===== config.mk =====
export PLATFORM = sky130hd
export DESIGN_NAME = bin_to_bcd_seq
export DESIGN_NICKNAME = d
export VERILOG_FILES = /design/src/rtl/bin_to_bcd_seq.sv
export SDC_FILE = /design/constraint.sdc
export NUM_CORES = 1
export LEC_CHECK = 0
export CAP_MARGIN = 20
export CORE_UTILIZATION = 54
export CTS_CLUSTER_SIZE = 14
export DETAILED_ROUTE_END_ITERATION = 10
export GPL_TIMING_DRIVEN = 1
export PLACE_DENSITY = 0.79
export SETUP_SLACK_MARGIN = 0.02
export SLEW_MARGIN = 25
export SYNTH_ARGS = -nofsm -noshare
export SYNTH_HDL_FRONTEND = slang
export SYNTH_SLANG_ARGS = --single-unit

===== constraint.sdc =====
create_clock -name clk -period 2.2 [get_ports clk]
set_input_delay 0.44 -clock clk [delete_from_list [all_inputs] [get_ports clk]]
set_output_delay 0.44 -clock clk [all_outputs]
set_load 0.005 [all_outputs]

===== src/rtl/bin_to_bcd_seq.sv =====
// Sequential double-dabble binary-to-BCD converter with valid/ready handshakes.
// Converts one bit per clock and also reports the count of significant digits.
module bin_to_bcd_seq #(
  parameter int BIN_WIDTH  = 8,
  parameter int BCD_DIGITS = (BIN_WIDTH*3)/10+1
) (
  input  logic                               clk,
  input  logic                               rst_n,
  input  logic                               in_valid,
  output logic                               in_ready,
  input  logic [BIN_WIDTH-1:0]               bin,
  output logic                               out_valid,
  input  logic                               out_ready,
  output logic [4*BCD_DIGITS-1:0]            bcd,
  output logic [$clog2(BCD_DIGITS+1)-1:0]    ndigits,
  output logic                               busy
);

  localparam int CNT_W = $clog2(BIN_WIDTH+1);
  localparam int ND_W  = $clog2(BCD_DIGITS+1);
  localparam int SH_W  = 4*BCD_DIGITS + BIN_WIDTH;
  localparam logic [CNT_W-1:0] LAST_CNT = CNT_W'(BIN_WIDTH-1);

  typedef enum logic [1:0] {IDLE, CONV, DONE} state_t;

  state_t            state;
  logic [CNT_W-1:0]  cnt;
  logic [SH_W-1:0]   sh;
  logic [SH_W-1:0]   sh_adj;
  logic [SH_W-1:0]   sh_next;
  logic [4*BCD_DIGITS-1:0] bcd_next;
  logic [ND_W-1:0]   nd_next;

  // One double-dabble step: add 3 to every digit >= 5, then shift left.
  always_comb begin
    sh_adj = sh;
    for (int i = 0; i < BCD_DIGITS; i++) begin
      if (sh[BIN_WIDTH+4*i +: 4] >= 4'd5)
        sh_adj[BIN_WIDTH+4*i +: 4] = sh[BIN_WIDTH+4*i +: 4] + 4'd3;
    end
    sh_next  = {sh_adj[SH_W-2:0], 1'b0};
    bcd_next = sh_next[SH_W-1 -: 4*BCD_DIGITS];
    nd_next  = ND_W'(1);
    for (int i = 1; i < BCD_DIGITS; i++) begin
      if (bcd_next[4*i +: 4] != 4'd0)
        nd_next = ND_W'(i+1);
    end
  end

  always_ff @(posedge clk or negedge rst_n) begin
    if (!rst_n) begin
      state     <= IDLE;
      cnt       <= '0;
      sh        <= '0;
      bcd       <= '0;
      ndigits   <= ND_W'(1);
      in_ready  <= 1'b1;
      out_valid <= 1'b0;
      busy      <= 1'b0;
    end else begin
      unique case (state)
        IDLE: begin
          if (in_valid) begin
            sh       <= SH_W'(bin);
            cnt      <= '0;
            state    <= CONV;
            in_ready <= 1'b0;
            busy     <= 1'b1;
          end
        end
        CONV: begin
          sh  <= sh_next;
          cnt <= cnt + CNT_W'(1);
          if (cnt == LAST_CNT) begin
            state     <= DONE;
            busy      <= 1'b0;
            out_valid <= 1'b1;
            bcd       <= bcd_next;
            ndigits   <= nd_next;
          end
        end
        DONE: begin
          // Release only; the next accept is one cycle later via in_ready.
          if (out_ready) begin
            state     <= IDLE;
            out_valid <= 1'b0;
            in_ready  <= 1'b1;
          end
        end
        default: begin
          state     <= IDLE;
          in_ready  <= 1'b1;
          out_valid <= 1'b0;
          busy      <= 1'b0;
        end
      endcase
    end
  end

endmodule


==> summary.md <==
| Metric | Value |
|---|---|
| Sw Ratio | `38.1%` |
| Root Buffer Master | `clkbuf_8` |
| CTS buffer count | `5` |
| Port Buffer Count | `28` |
| Pins Over Slew Limit | `0` |
| Max VDD drop | `796 uV` |
| Core Area | `3660 sq um` |
| Power density cells | `1470 nW/um^2` |
| Gr usage total | `24.1%` |
| FILL cells | `298` |
| I/O pins | `29` |
| Startpoint types | `flip-flop` |
| Largest net degree at the start of global routing | `25` |
| Setup crit end kind | `output port` |
| FP Rows | `22` |
| Commonest non-fill, non-tap cell in the layout | `dfrtp_1` |
| FF-to-FF Start | `sh[12]$_DFFE_PN0P_` |
| Clock power share | `14.7%` |
| Clk_lat worst skew | `0.30 ns` |
| CP peak stage delay | `0.54 ns` |
| CTS clock-pin slew for the worst setup and hold paths | `0.08 ns` |
| Final critical-path required period | `1.77 ns` |
| Placer congestion estimate | `0.829` |
| Logic pwr share | `45.4%` |
| Setup Buffers After CTS | `0` |
| DRT Pass-1 Iters | `4` |
| DR iter-0 viols | `95` |
| Final net count | `264` |
| Layout cell share with drive strength beyond 1 | `9.35%` |
| Clk buf depth | `2` |
| R2R cell count | `7` |
| Initial antenna violation count | `0` |
| Max-cap viol count | `0` |
| Switching power | `0.00141 W` |
| Final setup TNS | `0 ns` |
| Synth-to-layout area growth | `22.1%` |
| CP top delay family | `flip-flops` |
| Final setup violation count | `0` |
| Seq/Total Area, Yosys | `52.4%` |
| Crit Path Max Fanout | `3` |
| Yosys warning count | `0` |
| Storage cell area | `1080 sq um` |
| Final Hold Viols | `0` |
| Final worst-path cycle share | `80.6%` |
| Distinct cells, synth | `34` |
| # hold bufs at CTS | `0` |
| Clk sinks | `43` |
| Cell area after synthesis | `2060 sq um` |
| Fmax | `564 MHz` |
| Worst hold path class | `in2async` |
| Net Count, Synth | `232` |
| Worst-Margin Slew | `0.471 ns` |
| Final HPWL DP | `2930 um` |
| DRC violations left | `0` |
| Unrepaired setup endpoints after global routing | `false` |
| Drt total wl | `4130 um` |
| Buf+Inv Stages, Crit Path | `1` |
| Avg Cell Area, Syn | `9.66 sq um` |
| Synthesized instance count | `213` |
| WHS | `0.0850 ns` |
| Relative slew slack | `68.6%` |
| Req. time, crit path | `1.76 ns` |
| Commonest non-fill, non-tap cells in the layout | `dfrtp_1 (41), nand2_1 (32), o21ai_0 (31), clkdlybuf4s50_1 (27), a21oi_1 (15)` |
| Leakage | `1.09 nW` |
| Remaining global-route overflow | `0` |
| Multi-input logic area | `916 sq um` |
| H-tree levels | `2` |
| Reg power frac | `39.9%` |
| Die area | `4060 sq um` |
| Starting Density | `56.2%` |
| First-pass GRT wire length | `7270 um` |
| Via count | `1614` |
| Final Cell Area | `2510 sq um` |
| Resize count post-CTS | `0` |
| Crit path kind | `reg2out` |
| Cell internal pwr | `0.00229 W` |
| Worst-path cell chain | `clkdlybuf4s50_1` |
| Number of synthesized register bits | `43` |
| Worst endpoint data arrival time | `1.33 ns` |
| Clk_skew | `0.00711 ns` |
| Die W | `63.7 um` |
| ANT nets after route | `0` |
| Die height | `63.7 um` |
| Vias in the first global route | `1586` |
| Routed WL per cell | `14.1 um` |
| R2R setup slack | `0.47 ns` |
| Cell Area, Placed | `2410 sq um` |
| Antenna Cells | `0` |
| Vias/cell | `5.49` |
| Reg-to-reg critical path endpoint | `ndigits[1]$_DFFE_PN0P_` |
| Outcome | `finished, final reports clean` |
| Slowest-stage cell, CP | `dfstp_2` |
| CTS tree | `done` |
[how the worst max path moves through the flow]
| stage | depth (start not counted) | from | to |
|---|---|---|---|
| 6_report | 1 | in_ready$_DFFE_PN1P_ | in_ready |
| 2_1_floorplan | 7 | sh[12]$_DFFE_PN0P_ | ndigits[1]$_DFFE_PN0P_ |
| 5_1_grt | 7 | sh[12]$_DFFE_PN0P_ | ndigits[0]$_DFFE_PN1P_ |
| 3_5_place_dp | 5 | in_valid | sh[4]$_DFFE_PN0P_ |
| 4_1_cts | 1 | in_ready$_DFFE_PN1P_ | in_ready |
| 3_3_place_gp | 5 | in_valid | sh[4]$_DFFE_PN0P_ |
[cells in the mapped netlist]
cell type | count | share of area [%]
a21oi_1 | 15 | 3.6
a21oi_2 | 2 | 0.85
a22o_1 | 4 | 1.7
a22oi_1 | 5 | 1.8
a31oi_1 | 3 | 0.91
a32o_1 | 1 | 0.49
and2_1 | 3 | 0.91
and3_1 | 2 | 0.61
buf_2 | 3 | 0.73
clkbuf_1 | 6 | 1.1
dfrtp_1 | 41 | 50
dfstp_2 | 2 | 2.6
ha_1 | 7 | 4.3
inv_1 | 7 | 1.3
mux2_2 | 2 | 1.1
mux2i_1 | 1 | 0.49
nand2_1 | 32 | 5.8
nand2b_1 | 5 | 1.5
nand2b_4 | 1 | 0.67
nand3_1 | 3 | 0.73
nor2_1 | 12 | 2.2
nor2b_1 | 6 | 1.8
nor3_1 | 2 | 0.49
nor3_4 | 1 | 0.79
nor3b_1 | 4 | 1.5
o211ai_1 | 1 | 0.36
o21a_1 | 2 | 0.73
o21ai_0 | 31 | 7.5
o21ai_1 | 1 | 0.24
o21bai_1 | 1 | 0.36
o22a_1 | 2 | 0.85
or3b_2 | 1 | 0.43
xnor2_1 | 3 | 1.3
xor2_1 | 1 | 0.43
[power by group through the flow]
stage / registers [W] / clock network, W / logic, W
floorplan: 0.00142 / 0 / 0.00110
global placement: 0.00148 / 0 / 0.00162
detailed placement: 0.00149 / 0 / 0.00168
CTS: 0.00148 / 0.000560 / 0.00170
global route: 0.00153 / 0.000590 / 0.00190
finish: 0.00148 / 0.000543 / 0.00168
[area by class of cell]
| type | count | share of cell area, % |
|---|---|---|
| sequential | 43 | 42.9 |
| multi-input combinational | 154 | 36.4 |
| timing repair buffer | 34 | 13.2 |
| clock buffer | 8 | 3.98 |
| tap | 48 | 2.39 |
| inverter | 7 | 1.05 |
[sequential cells by signal, indices dropped and copies added (netlist names)]
name	cells
state	2
cnt	4
out_valid	1
sh	20
busy	1
bcd	12
in_ready	1
ndigits	2
[stage by stage]
stage               worst slack [ns]  utilization (%)  cells  power [W]
global route                   0.300             68.7    294    0.00402
detailed placement             0.466             65.9    286    0.00317
finish                         0.426             68.7    294    0.00370
global placement               0.435             65.9    286    0.00309
floorplan                      0.640                -    213    0.00252
CTS                            0.410             68.7    294    0.00373
[cells by family (layout without fill, tap and decap cells)]
family	count (synthesis)	count (layout)	share of synthesized area, %
adder cells (fa/ha/maj)	7	7	4.26
multiplexers	3	3	1.58
buffers and inverters	16	49	3.10
AO/OA/AOI/OAI	68	68	19.5
AND/OR/NAND/NOR	72	72	17.4
XOR/XNOR	4	4	1.70
flip-flops	43	43	52.4
[metal layers]
layer  GRT usage [%]  wire length, um
met1            31.1             1930
met2            38.4             1970
met3            5.89              156
met4            10.5               80
met5               0                0
Power figures use the tool's default switching activity.
